### src/rtl/spi_link_pkg.sv
// Shared constants and types for the dual-lane SPI link.
package spi_link_pkg;

  localparam int DATA_W_DEF = 16;
  localparam int LANE_W_DEF = DATA_W_DEF / 2;

  typedef enum logic [1:0] {
    IDLE  = 2'd0,
    LOAD  = 2'd1,
    SETUP = 2'd2,
    SHIFT = 2'd3
  } mst_state_e;

  // Bits carried by each lane for a given word width.
  function automatic int lane_w(input int dw);
    return dw / 2;
  endfunction

endpackage

### src/rtl/spi_dual_lane_rx.sv
// Slave deserialiser: rebuilds a word from SCK/CS and two data lanes.
module spi_dual_lane_rx
  import spi_link_pkg::*;
#(
  parameter int DATA_W = DATA_W_DEF
) (
  input  logic              clk,
  input  logic              rst,
  input  logic              sck,
  input  logic              cs,
  input  logic              rx_ch1,
  input  logic              rx_ch2,
  output logic [DATA_W-1:0] getdata,
  output logic              valid
);

  localparam int LANE = lane_w(DATA_W);
  localparam int CW   = $clog2(LANE + 1);

  logic            sck_d, cs_d;
  logic [CW-1:0]   cnt;
  logic [LANE-1:0] up, lo;
  logic            cs_fall, cs_rise, sck_rise;

  assign cs_fall  = cs_d & ~cs;
  assign cs_rise  = ~cs_d & cs;
  assign sck_rise = ~sck_d & sck & ~cs;

  // Edge detect, shift-in on SCK rise, publish the word on CS rise if complete.
  always_ff @(posedge clk) begin
    if (rst) begin
      sck_d   <= 1'b0;
      cs_d    <= 1'b1;
      cnt     <= '0;
      up      <= '0;
      lo      <= '0;
      getdata <= '0;
      valid   <= 1'b0;
    end else begin
      sck_d <= sck;
      cs_d  <= cs;
      valid <= 1'b0;
      // A new frame wins over an SCK edge landing in the same cycle.
      if (cs_fall) begin
        cnt <= '0;
        up  <= '0;
        lo  <= '0;
      end else if (sck_rise) begin
        up <= LANE'({up, rx_ch1});
        lo <= LANE'({lo, rx_ch2});
        if (cnt != CW'(LANE)) cnt <= cnt + CW'(1);
      end
      // Short frames are dropped silently.
      if (cs_rise && cnt == CW'(LANE)) begin
        getdata <= {up, lo};
        valid   <= 1'b1;
      end
    end
  end

endmodule

### src/rtl/spi_dual_lane_link.sv
// Dual-lane SPI link: free-running master serialiser plus slave deserialiser.
module spi_dual_lane_link
  import spi_link_pkg::*;
#(
  parameter int DATA_W = DATA_W_DEF,
  parameter int HALF   = 2,
  parameter int GAP    = 4
) (
  input  logic              sys_clk,
  input  logic              sys_rst,
  input  logic [DATA_W-1:0] i_send_data,
  output logic              o_sck,
  output logic              o_cs,
  output logic              o_tx_ch1,
  output logic              o_tx_ch2,
  input  logic              i_sck,
  input  logic              i_cs,
  input  logic              i_rx_ch1,
  input  logic              i_rx_ch2,
  output logic [DATA_W-1:0] o_getdata,
  output logic              o_valid
);

  localparam int LANE = lane_w(DATA_W);
  localparam int CMAX = (GAP > HALF) ? GAP : HALF;
  localparam int CW   = $clog2(CMAX + 1);
  localparam int BW   = $clog2(LANE + 1);

  mst_state_e      state, state_n;
  logic [CW-1:0]   cnt, cnt_n;
  logic [BW-1:0]   bitn, bitn_n;
  logic [LANE-1:0] hi, hi_n, lo, lo_n;
  logic            sck_q, sck_n, cs_q, cs_n;

  // Outputs come straight from flops; lane data is the shift-register MSB.
  assign o_sck    = sck_q;
  assign o_cs     = cs_q;
  assign o_tx_ch1 = hi[LANE-1];
  assign o_tx_ch2 = lo[LANE-1];

  // Master state and output registers.
  always_ff @(posedge sys_clk) begin
    if (sys_rst) begin
      state <= IDLE;
      cnt   <= CW'(GAP);
      bitn  <= '0;
      hi    <= '0;
      lo    <= '0;
      sck_q <= 1'b0;
      cs_q  <= 1'b1;
    end else begin
      state <= state_n;
      cnt   <= cnt_n;
      bitn  <= bitn_n;
      hi    <= hi_n;
      lo    <= lo_n;
      sck_q <= sck_n;
      cs_q  <= cs_n;
    end
  end

  // Next-state logic; register values are set for the state being entered,
  // so CS is already low and the first bits are on the lanes during LOAD.
  always_comb begin
    state_n = state;
    cnt_n   = cnt;
    bitn_n  = bitn;
    hi_n    = hi;
    lo_n    = lo;
    sck_n   = sck_q;
    cs_n    = cs_q;
    case (state)
      IDLE: begin
        cs_n  = 1'b1;
        sck_n = 1'b0;
        if (cnt == CW'(1)) begin
          state_n = LOAD;
          hi_n    = i_send_data[DATA_W-1:LANE];
          lo_n    = i_send_data[LANE-1:0];
          cs_n    = 1'b0;
        end else begin
          cnt_n = cnt - CW'(1);
        end
      end
      LOAD: begin
        state_n = SETUP;
        cnt_n   = CW'(HALF);
      end
      SETUP: begin
        if (cnt == CW'(1)) begin
          state_n = SHIFT;
          cnt_n   = CW'(HALF);
          bitn_n  = '0;
          sck_n   = 1'b1;
        end else begin
          cnt_n = cnt - CW'(1);
        end
      end
      SHIFT: begin
        if (cnt == CW'(1)) begin
          cnt_n = CW'(HALF);
          if (sck_q) begin
            // Falling edge: advance both lanes to the next bit.
            sck_n = 1'b0;
            hi_n  = hi << 1;
            lo_n  = lo << 1;
          end else if (bitn == BW'(LANE - 1)) begin
            state_n = IDLE;
            cnt_n   = CW'(GAP);
            cs_n    = 1'b1;
          end else begin
            bitn_n = bitn + BW'(1);
            sck_n  = 1'b1;
          end
        end else begin
          cnt_n = cnt - CW'(1);
        end
      end
      default: state_n = IDLE;
    endcase
  end

  spi_dual_lane_rx #(.DATA_W(DATA_W)) u_rx (
    .clk     (sys_clk),
    .rst     (sys_rst),
    .sck     (i_sck),
    .cs      (i_cs),
    .rx_ch1  (i_rx_ch1),
    .rx_ch2  (i_rx_ch2),
    .getdata (o_getdata),
    .valid   (o_valid)
  );

endmodule

### config.mk
export PLATFORM = sky130hd
export DESIGN_NAME = spi_dual_lane_link
export DESIGN_NICKNAME = d
export VERILOG_FILES = /design/src/rtl/spi_link_pkg.sv /design/src/rtl/spi_dual_lane_rx.sv /design/src/rtl/spi_dual_lane_link.sv
export SDC_FILE = /design/constraint.sdc
export NUM_CORES = 1
export LEC_CHECK = 0
export ABC_AREA = 1
export BUFFER_PORTS_ARGS = -buffer_cell sky130_fd_sc_hd__buf_2
export CAP_MARGIN = 0
export CORE_ASPECT_RATIO = 1.25
export CORE_MARGIN = 5
export CORE_UTILIZATION = 51
export CTS_CLUSTER_SIZE = 14
export DETAILED_ROUTE_END_ITERATION = 7
export PLACE_DENSITY = 0.75
export SETUP_SLACK_MARGIN = 0.02
export SYNTH_ARGS = -nofsm -noshare
export SYNTH_HDL_FRONTEND = slang
export SYNTH_SLANG_ARGS = --single-unit
### constraint.sdc
create_clock -name sys_clk -period 2.4 [get_ports sys_clk]
set_input_delay 0.36 -clock sys_clk [delete_from_list [all_inputs] [get_ports sys_clk]]
set_output_delay 0.36 -clock sys_clk [all_outputs]
set_load 0.05 [all_outputs]
==> tab_implementation.tex, run 1 <==
\begin{tabular}{lr}
\hline
Metric & Value \\
\hline
\multicolumn{2}{l}{\textbf{Run status}} \\
Outcome & finished clean \\
\multicolumn{2}{l}{\textbf{Worst setup path}} \\
Data required, critical path & 2.68 ns \\
Peak fanout along the critical path & 17 \\
CP delay by family, top & simple AND/OR/NAND/NOR gates \\
Worst Path Buf+Inv & 2 \\
Category of the worst setup path capture point & flip-flop \\
Startpoint type of the worst setup path & flip-flop \\
Worst-path cell with the longest stage delay & dfxtp\_1 \\
Data arrival time of the critical path & 2.19 ns \\
Crit-path cells & ha\_1 > buf\_4 > nand2\_1 > nand2\_1 > nand2\_2 > inv\_2 > nor2\_1 > nor2\_1 \\
Critical path class & flip-flop to flip-flop \\
Slowest cell delay on critical path & 0.43 ns \\
Slack of the worst reg-to-reg path & 0.50 ns \\
\multicolumn{2}{l}{\textbf{Routing}} \\
First-pass iteration count of the detailed router & 4 \\
Detailed-route wire length & 6110 um \\
Total number of vias & 2621 \\
Average vias per placed instance & 5.06 \\
Detailed Route Iter0 Violations & 156 \\
Post-DR wirelength/cell & 11.8 um \\
Post-route DRC & 0 \\
Antenna violation net count after detailed routing & 0 \\
\multicolumn{2}{l}{\textbf{Floorplan}} \\
I/O Pins & 43 \\
Die area & 7220 um2 \\
Floorplan core area & 5440 um2 \\
Initial core utilization & 52.6\% \\
Standard-cell rows & 30 \\
Chip width & 77.0 um \\
Die outline height & 93.7 um \\
\multicolumn{2}{l}{\textbf{Global routing}} \\
Largest net degree at the start of global routing & 20 \\
Global-route wire length before repair & 10800 um \\
Vias in the first global route & 2430 \\
Number of antenna violations at the first check in global routing & 0 \\
Total routing usage reported by global routing & 18.1\% \\
Aggregate global routing overflow & 0 \\
\multicolumn{2}{l}{\textbf{Clocking}} \\
TritonCTS clock tree & yes \\
Maximum number of buffers from clock root to sink & 2 \\
Clock Pin Slew Worst Setup and Hold Paths & 0.08 ns \\
Number of buffers inserted during clock tree synthesis & 9 \\
Buffers inserted by post-CTS timing repair & 0 \\
Clock latency on the worst-skew pair & 0.34 ns \\
H-tree depth reported by CTS & 3 \\
Root buffer selected by CTS & clkbuf\_8 \\
Number of sinks on the clock net & 66 \\
Resize count post-CTS & 0 \\
Cts hold-fix bufs & 0 \\
\multicolumn{2}{l}{\textbf{Finish}} \\
Share of final-layout standard cells stronger than drive strength 1 & 15.6\% \\
Flip-flop and latch area & 1320 um2 \\
N\_diodes & 0 \\
Number of filler instances in the final layout & 510 \\
Multi-input gate area & 1360 um2 \\
Layout Cell Area excl Fill & 3290 um2 \\
Area growth from synthesis to final layout & 15.0\% \\
Net count reported at finish & 480 \\
\multicolumn{2}{l}{\textbf{STA}} \\
Highest achievable clock rate & 525 MHz \\
Setup clock skew after layout & 0.00693 ns \\
Final critical path time including I/O delays and setup & 1.90 ns \\
Slew of the pin with the lowest slew margin & 0.597 ns \\
Period Utilization, post-route & 79.3\% \\
Hold violation total from the final report & 0 \\
Number of endpoints failing setup at the final stage & 0 \\
Unrepaired setup endpoints after global routing & no \\
Final setup TNS & 0 ns \\
Relative max-transition margin & 60.1\% \\
Max-slew violation count & 0 \\
\multicolumn{2}{l}{\textbf{Logic synthesis}} \\
Combined area of all synthesized cells & 2860 um2 \\
Total number of yosys warnings & 0 \\
Post-Synthesis Cells & 405 \\
Library cells used by synthesis & 25 \\
Proportion of synthesized chip area in sequential cells & 46.2\% \\
Mean post-synth cell area & 7.07 um2 \\
Register bit total from synthesis & 66 \\
Synth Net Count & 436 \\
\multicolumn{2}{l}{\textbf{Power and ir drop}} \\
Static leakage power & 0.00154 uW \\
Pwr dens & 873 nW/um2 \\
Worst supply voltage drop on vdd & 423 uV \\
Post-route total power & 2870 uW \\
\multicolumn{2}{l}{\textbf{Job}} \\
Count of maximum capacitance violations & 0 \\
\multicolumn{2}{l}{\textbf{Placement}} \\
Post-DP HPWL & 4120 um \\
Post-placement cell area & 3110 um2 \\
Count of buffers inserted at the top-level ports & 42 \\
Placer Congestion & 0.816 \\
\multicolumn{2}{l}{\textbf{Hold path}} \\
Min-delay worst type & primary input to flip-flop \\
\hline
\end{tabular}
through the flow:
stage          hold slack, ns  cells  utilization (%)  worst slack [ns]
2_1_floorplan           0.440    405                -             0.883
3_3_place_gp            0.452    502             57.1             0.638
3_5_place_dp            0.460    502             57.1             0.536
4_1_cts                 0.247    518             60.4             0.520
5_1_grt                 0.243    518             60.4             0.298
6_report                0.259    518             60.4             0.496
report_power, final:
part	internal [uW]	switching, uW
Combinational	247	469
Sequential	1210	87.3
Clock	430	426
Total	1890	982
kinds of logic after synthesis:
family | share of synthesized area [%]
buf+inv | 6.21
fa+ha+maj | 3.94
xor+xnor | 0.306
flops | 46.2
simple gates | 30.3
compound gates | 13.1
cell type report:
cell class                 count  area share [%]
clock buffer                  12            4.72
timing repair buffer          47            7.53
multi-input combinational    300            41.4
inverter                      25            2.93
tap                           64            2.43
clock inverter                 4           0.799
sequential                    66            40.2
sequential cells by signal, indices dropped and copies added (netlist names):
register / count
state: 2
o_sck: 1
u_rx.getdata: 16
u_rx.sck_d: 1
u_rx.lo: 8
u_rx.cs_d: 1
o_cs: 1
u_rx.cnt: 4
u_rx.valid: 1
cnt: 3
lo: 8
bitn: 4
hi: 8
u_rx.up: 8
metal layers:
| metal | part of all wire, % | vias up | track usage, % |
|---|---|---|---|
| met5 | 0 | - | 0 |
| met4 | 2.2 | 0 | 7.74 |
| met3 | 5.5 | 13 | 4.99 |
| met2 | 47 | 73 | 30.2 |
| met1 | 46 | 1158 | 21.7 |
| li1 | - | 1377 | - |
synthesized netlist by cell type:
cell type	instances	area share (%)
buf_6	2	0.79
o21ai_1	3	0.52
inv_2	4	0.52
nand3_1	8	1.4
o21bai_1	2	0.52
a21oi_1	31	5.4
a211oi_1	1	0.26
nand4_1	3	0.66
inv_4	1	0.22
clkbuf_1	2	0.26
o21ai_0	35	6.1
nand2_2	1	0.22
o211ai_1	1	0.26
nor3_1	3	0.52
dfxtp_1	66	46
xnor2_1	1	0.31
buf_4	1	0.26
nor3_4	2	1.1
buf_2	8	1.4
inv_1	20	2.6
buf_1	1	0.13
nor2_1	82	11
nand2_1	117	15
nor2_2	1	0.22
ha_1	9	3.9
cells in the final DEF, fill, tap and decap left out, types with 2 or more instances in the layout:
| cell type | instances |
|---|---|
| o21ai_0 | 35 |
| nor2_1 | 82 |
| inv_1 | 20 |
| o21bai_1 | 2 |
| buf_4 | 5 |
| nor3_4 | 2 |
| clkinv_2 | 2 |
| a21oi_1 | 31 |
| ha_1 | 9 |
| o21ai_1 | 3 |
| nand3_1 | 8 |
| inv_2 | 4 |
| dfxtp_1 | 66 |
| nand4_1 | 3 |
| nor3_1 | 3 |
| clkbuf_8 | 11 |
| nand2_1 | 117 |
| buf_2 | 42 |
worst min-delay path, cell delays in order:
cell,delay [ns]
buf_2,0.09
nand2_1,0.05
a21oi_1,0.05
final timing paths:
| check | from | end | cells past startpoint |
|---|---|---|---|
| setup / recovery | state[1]$_SDFFE_PP0P_ | hi[4]$_SDFFE_PP0P_ | 8 |
| hold / removal | i_rx_ch1 | u_rx.up[0]$_SDFFE_PP0P_ | 3 |
| setup reg to reg | state[1]$_SDFFE_PP0P_ | hi[4]$_SDFFE_PP0P_ | 8 |
| hold reg to reg | u_rx.up[7]$_SDFFE_PP0P_ | u_rx.up[7]$_SDFFE_PP0P_ | 2 |
Power figures use the tool's default switching activity.
==> inputs of run 2 (changes only) <==
- PLACE_DENSITY: 0.75 -> 0.77
- clock period: 2.4 -> 1.7 ns (I/O delays scaled with it)
==> run 2 against run 1 <==
Net effect:
- power grew 46%
- worst hold slack lost 0.11 ns
- die area is the same
- clock-buffer cell count shrank 1
- sequential power grew 41%
- sequential share of layout area shrank 0.71 points
- wire length shrank 0.69%
- via count is essentially flat
- combinational power grew 51%
- register-to-register slack lost 0.33 ns
- largest cell class unchanged
==> tab_implementation.tex, run 2 (synthesized netlist as in run 1, its figures left out) <==
\begin{tabular}{lr}
\hline
Metric & Value \\
\hline
\multicolumn{2}{l}{\textbf{STA}} \\
Highest achievable clock rate & 653 MHz (+24\%) \\
Relative max-transition margin & 77.1\% (+17 points) \\
Number of endpoints failing setup at the final stage & 0 (unchanged) \\
Final setup TNS & 0 ns (unchanged) \\
Final critical path time including I/O delays and setup & 1.53 ns (-0.373 ns) \\
Unrepaired setup endpoints after global routing & yes \\
Slew of the pin with the lowest slew margin & 0.343 ns (-0.255 ns) \\
Max-slew violation count & 0 (unchanged) \\
Hold violation total from the final report & 0 (unchanged) \\
Setup clock skew after layout & 0.00711 ns (+0.000178 ns) \\
Period Utilization, post-route & 90.1\% (+11 points) \\
\multicolumn{2}{l}{\textbf{Global routing}} \\
Vias in the first global route & 2516 (+3.5\%) \\
Number of antenna violations at the first check in global routing & 0 (unchanged) \\
Total routing usage reported by global routing & 17.9\% (-0.15 points) \\
Aggregate global routing overflow & 0 (unchanged) \\
Global-route wire length before repair & 10600 um (-1.1\%) \\
Largest net degree at the start of global routing & 22 (+10\%) \\
\multicolumn{2}{l}{\textbf{Clocking}} \\
Buffers inserted by post-CTS timing repair & 0 (unchanged) \\
TritonCTS clock tree & yes \\
Root buffer selected by CTS & clkbuf\_8 \\
H-tree depth reported by CTS & 3 (unchanged) \\
Number of sinks on the clock net & 66 (unchanged) \\
Clock Pin Slew Worst Setup and Hold Paths & 0.07 ns (about the same) \\
Number of buffers inserted during clock tree synthesis & 9 (unchanged) \\
Maximum number of buffers from clock root to sink & 2 (unchanged) \\
Cts hold-fix bufs & 0 (unchanged) \\
Clock latency on the worst-skew pair & 0.34 ns (about the same) \\
\multicolumn{2}{l}{\textbf{Finish}} \\
Final Core Density & 61.5\% (+1.1 points) \\
Share of final-layout standard cells stronger than drive strength 1 & 16.8\% (+1.2 points) \\
Net count reported at finish & 483 (+0.63\%) \\
Max reg flops & 16 (unchanged) \\
Final cell count without fillers & 521 (+0.58\%) \\
Biggest register & u\_rx.getdata \\
Leading cell type in the layout, fill and taps excluded & nand2\_1 \\
Most used cells in the layout excluding fill and tap cells & 116 x nand2\_1, 80 x nor2\_1, 66 x dfxtp\_1 \\
Layout Cell Area excl Fill & 3350 um2 (+1.8\%) \\
N\_diodes & 0 (unchanged) \\
Area growth from synthesis to final layout & 17.0\% \\
\multicolumn{2}{l}{\textbf{Job}} \\
Count of maximum capacitance violations & 0 (unchanged) \\
\multicolumn{2}{l}{\textbf{Run status}} \\
Outcome & finished clean \\
\multicolumn{2}{l}{\textbf{Floorplan}} \\
Standard-cell rows & 30 (unchanged) \\
Chip width & 77.0 um (unchanged) \\
Die outline height & 93.7 um (unchanged) \\
Die area & 7220 um2 (unchanged) \\
Floorplan core area & 5440 um2 (unchanged) \\
I/O Pins & 43 (unchanged) \\
Initial core utilization & 52.6\% (unchanged) \\
\multicolumn{2}{l}{\textbf{Worst setup path}} \\
Data arrival time of the critical path & 1.76 ns (-0.43 ns) \\
Worst-path cell with the longest stage delay & dfxtp\_1 \\
Startpoint type of the worst setup path & flip-flop \\
Crit-path cells & buf\_4 > ha\_1 > inv\_1 > nand2\_1 > nand2\_1 > nand2\_4 > nor2\_4 > nand2\_1 > nand2\_1 > nor2\_1 \\
Critical path class & flip-flop to flip-flop \\
Slack of the worst reg-to-reg path & 0.17 ns (-0.33 ns) \\
Category of the worst setup path capture point & flip-flop \\
Data required, critical path & 1.93 ns (-0.75 ns) \\
CP most frequent cell & nand2\_1 \\
Slowest cell delay on critical path & 0.33 ns (-0.10 ns) \\
Peak fanout along the critical path & 6 (-11) \\
\multicolumn{2}{l}{\textbf{Power and ir drop}} \\
Worst supply voltage drop on vdd & 627 uV (+48\%) \\
Static leakage power & 0.00157 uW (+1.5\%) \\
Pwr dens & 1250 nW/um2 (+44\%) \\
\multicolumn{2}{l}{\textbf{Placement}} \\
Cell count after placement & 505 (+0.60\%) \\
Count of buffers inserted at the top-level ports & 42 (unchanged) \\
Post-DP HPWL & 4200 um (+2.0\%) \\
Placer Congestion & 0.837 (+2.6\%) \\
Post-placement cell area & 3130 um2 (+0.72\%) \\
\multicolumn{2}{l}{\textbf{Routing}} \\
Average vias per placed instance & 5.03 (-0.61\%) \\
Total number of vias & 2620 (-0.038\%) \\
Antenna violation net count after detailed routing & 0 (unchanged) \\
First-pass iteration count of the detailed router & 4 (unchanged) \\
Detailed Route Iter0 Violations & 156 (unchanged) \\
Post-DR wirelength/cell & 11.6 um (-1.3\%) \\
Detailed-route wire length & 6060 um (-0.69\%) \\
Post-route DRC & 0 (unchanged) \\
\multicolumn{2}{l}{\textbf{Hold path}} \\
Min-delay worst type & primary input to flip-flop \\
\hline
\end{tabular}
[run 2: changes by cell type in the layout (fill, tap and decap cells not counted), sizes merged]
cell,previous run,this run
buf,47,50
bufinv,0,1
clkbuf,12,11
clkinvlp,1,0
inv,25,26
[run 2: through the flow]
step | setup slack [ns] | hold slack, ns | power, uW
5_1_grt | 0.0139 | 0.144 | 4500
6_report | 0.168 | 0.154 | 4200
3_3_place_gp | 0.111 | 0.452 | 2860
4_1_cts | 0.0411 | 0.142 | 4170
3_5_place_dp | 0.0759 | 0.454 | 2890
2_1_floorplan | 0.183 | 0.364 | 2660
[run 2: cell type report]
cell class,count,area [um2]
Clock inverter,5,53.8
Sequential cell,66,1320
Tap cell,64,80.1
Inverter,25,98.8
Fill cell,517,2090
Clock buffer,11,131
Multi-Input combinational cell,300,1390
Timing Repair Buffer,50,270
[run 2: power breakdown]
part	internal, uW	total, uW	switching, uW	leakage (uW)
sequential	1710	1830	120	0.000535
combinational	383	1080	701	0.000933
clock	676	1280	606	0.0000975
[run 2: layer usage]
metal / vias up / GRT usage [%] / wire (um)
li1: 1382 / - / -
met4: 0 / 7.45 / 89
met3: 11 / 5.47 / 304
met5: - / 0 / 0
met2: 51 / 30.9 / 2960
met1: 1176 / 20.5 / 2710
[run 2: path summary, 6_finish.rpt]
check,start,end,cells after the start
max,state[1]$_SDFFE_PP0P_,bitn[1]$_SDFFE_PP0P_,10
min reg2reg,lo[0]$_SDFFE_PP0P_,lo[0]$_SDFFE_PP0P_,2
max reg2reg,state[1]$_SDFFE_PP0P_,bitn[1]$_SDFFE_PP0P_,10
min,i_rx_ch2,u_rx.lo[0]$_SDFFE_PP0P_,3
[run 2: critical path, delay by kind of cell, from the launching register on]
family,cells,cell delay [ns]
buffers and inverters,2,0.26
DFF,1,0.33
adders and majority gates,1,0.21
and+or+nand+nor,7,0.60
[run 2: what timing repair did]
action	CTS	global route
hold endpoints to repair	0	0
setup endpoints to repair	0	20
resized for setup	0	10
==> inputs of run 3 (changes only) <==
- CORE_MARGIN: 5 -> unset
==> run 3 against run 2 <==
Net effect:
- flip-flop and latch count is the same
- sequential power is essentially flat
- clock skew grew 0.0010 ns
- worst hold slack lost 0.0028 ns
- utilization grew 0.68 points
- global-route usage grew 4.8 points
- wire length grew 1.0%
- final area grew 0.41%
- worst setup slack lost 0.020 ns
- fmax shrank 1.3%
- critical endpoint is now bitn[0]$_SDFFE_PP0P_
- highest routed layer unchanged
==> tab_implementation.tex, run 3 (synthesized netlist as in run 1, its figures left out) <==
\begin{tabular}{lr}
\hline
Metric & Value \\
\hline
\multicolumn{2}{l}{\textbf{Worst setup path}} \\
Data required, critical path & 1.97 ns (+0.04 ns) \\
RR Startpoint & state[0]\$\_SDFFE\_PP0P\_ \\
Startpoint of the worst setup timing path & state[0]\$\_SDFFE\_PP0P\_ \\
Critical path class & flip-flop to flip-flop \\
Peak fanout along the critical path & 6 (unchanged) \\
Slack of the worst reg-to-reg path & 0.15 ns (-0.02 ns) \\
Category of the worst setup path capture point & flip-flop \\
Data arrival time of the critical path & 1.83 ns (+0.07 ns) \\
Startpoint type of the worst setup path & flip-flop \\
\multicolumn{2}{l}{\textbf{Routing}} \\
Post-DR wirelength/cell & 11.8 um (+1.2\%) \\
Average vias per placed instance & 5.07 (+0.80\%) \\
Antenna violation net count after detailed routing & 0 (unchanged) \\
Detailed-route wire length & 6130 um (+1.0\%) \\
Detailed Route Iter0 Violations & 171 (+9.6\%) \\
Total number of vias & 2636 (+0.61\%) \\
Post-route DRC & 0 (unchanged) \\
First-pass iteration count of the detailed router & 4 (unchanged) \\
\multicolumn{2}{l}{\textbf{Clocking}} \\
Maximum number of buffers from clock root to sink & 2 (unchanged) \\
Clock latency on the worst-skew pair & 0.35 ns (about the same) \\
Number of sinks on the clock net & 66 (unchanged) \\
H-tree depth reported by CTS & 3 (unchanged) \\
Number of buffers inserted during clock tree synthesis & 9 (unchanged) \\
Buffers inserted by post-CTS timing repair & 0 (unchanged) \\
Clock Pin Slew Worst Setup and Hold Paths & 0.07 ns (about the same) \\
Cts hold-fix bufs & 0 (unchanged) \\
TritonCTS clock tree & yes \\
Root buffer selected by CTS & clkbuf\_8 \\
\multicolumn{2}{l}{\textbf{STA}} \\
Relative max-transition margin & 78.0\% (+0.96 points) \\
Setup clock skew after layout & 0.00814 ns (+0.00103 ns) \\
Unrepaired setup endpoints after global routing & yes \\
Hold violation total from the final report & 0 (unchanged) \\
Highest achievable clock rate & 645 MHz (-1.3\%) \\
Slew of the pin with the lowest slew margin & 0.328 ns (-0.0143 ns) \\
Period Utilization, post-route & 91.3\% (+1.2 points) \\
Number of endpoints failing setup at the final stage & 0 (unchanged) \\
Final critical path time including I/O delays and setup & 1.55 ns (+0.0197 ns) \\
Max-slew violation count & 0 (unchanged) \\
Final Worst Setup Slack & 0.148 ns (-0.0197 ns) \\
\multicolumn{2}{l}{\textbf{Global routing}} \\
Number of antenna violations at the first check in global routing & 0 (unchanged) \\
Vias in the first global route & 2422 (-3.7\%) \\
Aggregate global routing overflow & 0 (unchanged) \\
Global-route wire length before repair & 10300 um (-3.5\%) \\
Total routing usage reported by global routing & 22.7\% (+4.8 points) \\
Largest net degree at the start of global routing & 28 (+27\%) \\
\multicolumn{2}{l}{\textbf{Finish}} \\
Number of filler instances in the final layout & 509 (-1.5\%) \\
Final cell count without fillers & 520 (-0.19\%) \\
Share of final-layout standard cells stronger than drive strength 1 & 17.1\% (+0.26 points) \\
Biggest register & u\_rx.getdata \\
Most used cells in the layout excluding fill and tap cells & 116 x nand2\_1, 80 x nor2\_1, 65 x dfxtp\_1 \\
Leading cell type in the layout, fill and taps excluded & nand2\_1 \\
Max reg flops & 16 (unchanged) \\
Area growth from synthesis to final layout & 17.5\% \\
N\_diodes & 0 (unchanged) \\
Net count reported at finish & 482 (-0.21\%) \\
\multicolumn{2}{l}{\textbf{Hold path}} \\
Min-delay worst type & primary input to flip-flop \\
Launch point of the worst hold path & i\_rx\_ch1 \\
\multicolumn{2}{l}{\textbf{Power and ir drop}} \\
Switching power of the nets & 1440 uW (+1.0\%) \\
Static leakage power & 0.00157 uW (+0.41\%) \\
Pwr dens & 1260 nW/um2 (+0.71\%) \\
Power share of the clock group & 30.9\% (+0.4 points) \\
Worst supply voltage drop on vdd & 694 uV (+11\%) \\
Switching fraction of total power & 33.9\% (-0.036 points) \\
Sequential Power Share & 43.4\% (-0.2 points) \\
Internal power & 2800 uW (+1.2\%) \\
Part of the power in combinational logic & 25.7\% (about the same) \\
\multicolumn{2}{l}{\textbf{Job}} \\
Count of maximum capacitance violations & 0 (unchanged) \\
\multicolumn{2}{l}{\textbf{Floorplan}} \\
Die area & 5920 um2 (-18\%) \\
Initial core utilization & 52.9\% (+0.37 points) \\
Die outline height & 85.7 um (-8.5\%) \\
Chip width & 69.0 um (-10\%) \\
Standard-cell rows & 30 (unchanged) \\
Floorplan core area & 5410 um2 (-0.69\%) \\
I/O Pins & 43 (unchanged) \\
\multicolumn{2}{l}{\textbf{Run status}} \\
Outcome & finished clean \\
\multicolumn{2}{l}{\textbf{Placement}} \\
Post-DP HPWL & 4210 um (+0.17\%) \\
Placer Congestion & 0.878 (+4.8\%) \\
Cell count after placement & 504 (-0.20\%) \\
Count of buffers inserted at the top-level ports & 42 (unchanged) \\
Minimum setup slack after placement & 0.0283 ns (-0.0476 ns) \\
\hline
\end{tabular}
## run 3: critical path, stage by stage, from the launching register on
cell	delay, ns
dfxtp_1	0.37
inv_1	0.11
ha_1	0.25
inv_1	0.10
nand2_1	0.08
nand2_1	0.12
nand2_4	0.11
nor2_4	0.15
nand2_1	0.06
a21oi_1	0.14
## run 3: cell type report
type                       instances  area, um2  share of cell area, %
tap                               64       80.1                   2.38
multi-input combinational        300       1390                   41.4
timing repair buffer              49        275                   8.19
sequential                        66       1320                   39.3
clock buffer                      11        141                   4.21
inverter                          25       96.3                   2.87
clock inverter                     5       53.8                   1.60
## run 3: what timing repair did
action / 4_1_cts / 5_1_grt
endpoints found under the hold margin: 0 / 0
resized for setup: 0 / 9
endpoints found under the setup margin: 0 / 22
## run 3: power groups by stage
| stage | Clock (uW) | Sequential, uW | Combinational (uW) |
|---|---|---|---|
| finish | 1310 | 1840 | 1090 |
| detailed placement | 0 | 1880 | 1020 |
| global route | 1400 | 1870 | 1240 |
| CTS | 1330 | 1840 | 1030 |
| global placement | 0 | 1860 | 990 |
| floorplan | 0 | 1920 | 736 |
## run 3: path summary, 6_finish.rpt
path | to | depth (start not counted)
setup / recovery | bitn[0]$_SDFFE_PP0P_ | 9
hold / removal | u_rx.up[0]$_SDFFE_PP0P_ | 3
setup reg to reg | bitn[0]$_SDFFE_PP0P_ | 9
hold reg to reg | u_rx.up[7]$_SDFFE_PP0P_ | 2
## run 3: per-layer routing
metal  track usage [%]  up-vias  part of all wire (%)  routed length [um]
li1                  -     1376                     -                   -
met3              5.32        9                   3.1                 189
met5                 0        -                     0                   0
met4              9.46        0                   2.0                 121
met2              38.5       44                    50                3070
met1              26.6     1207                    45                2750
## run 3: metrics by stage
stage | cell area (um2) | utilization (%) | power (uW) | TNS, ns | hold slack [ns]
after floorplan | 2860 | - | 2660 | 0 | 0.364
after CTS | 3330 | 61.6 | 4200 | 0 | 0.141
after global routing | 3360 | 62.2 | 4500 | -0.0233 | 0.160
final | 3360 | 62.2 | 4250 | 0 | 0.151
after detailed placement | 3140 | 58.0 | 2900 | 0 | 0.460
after global placement | 3140 | 58.0 | 2850 | 0 | 0.451
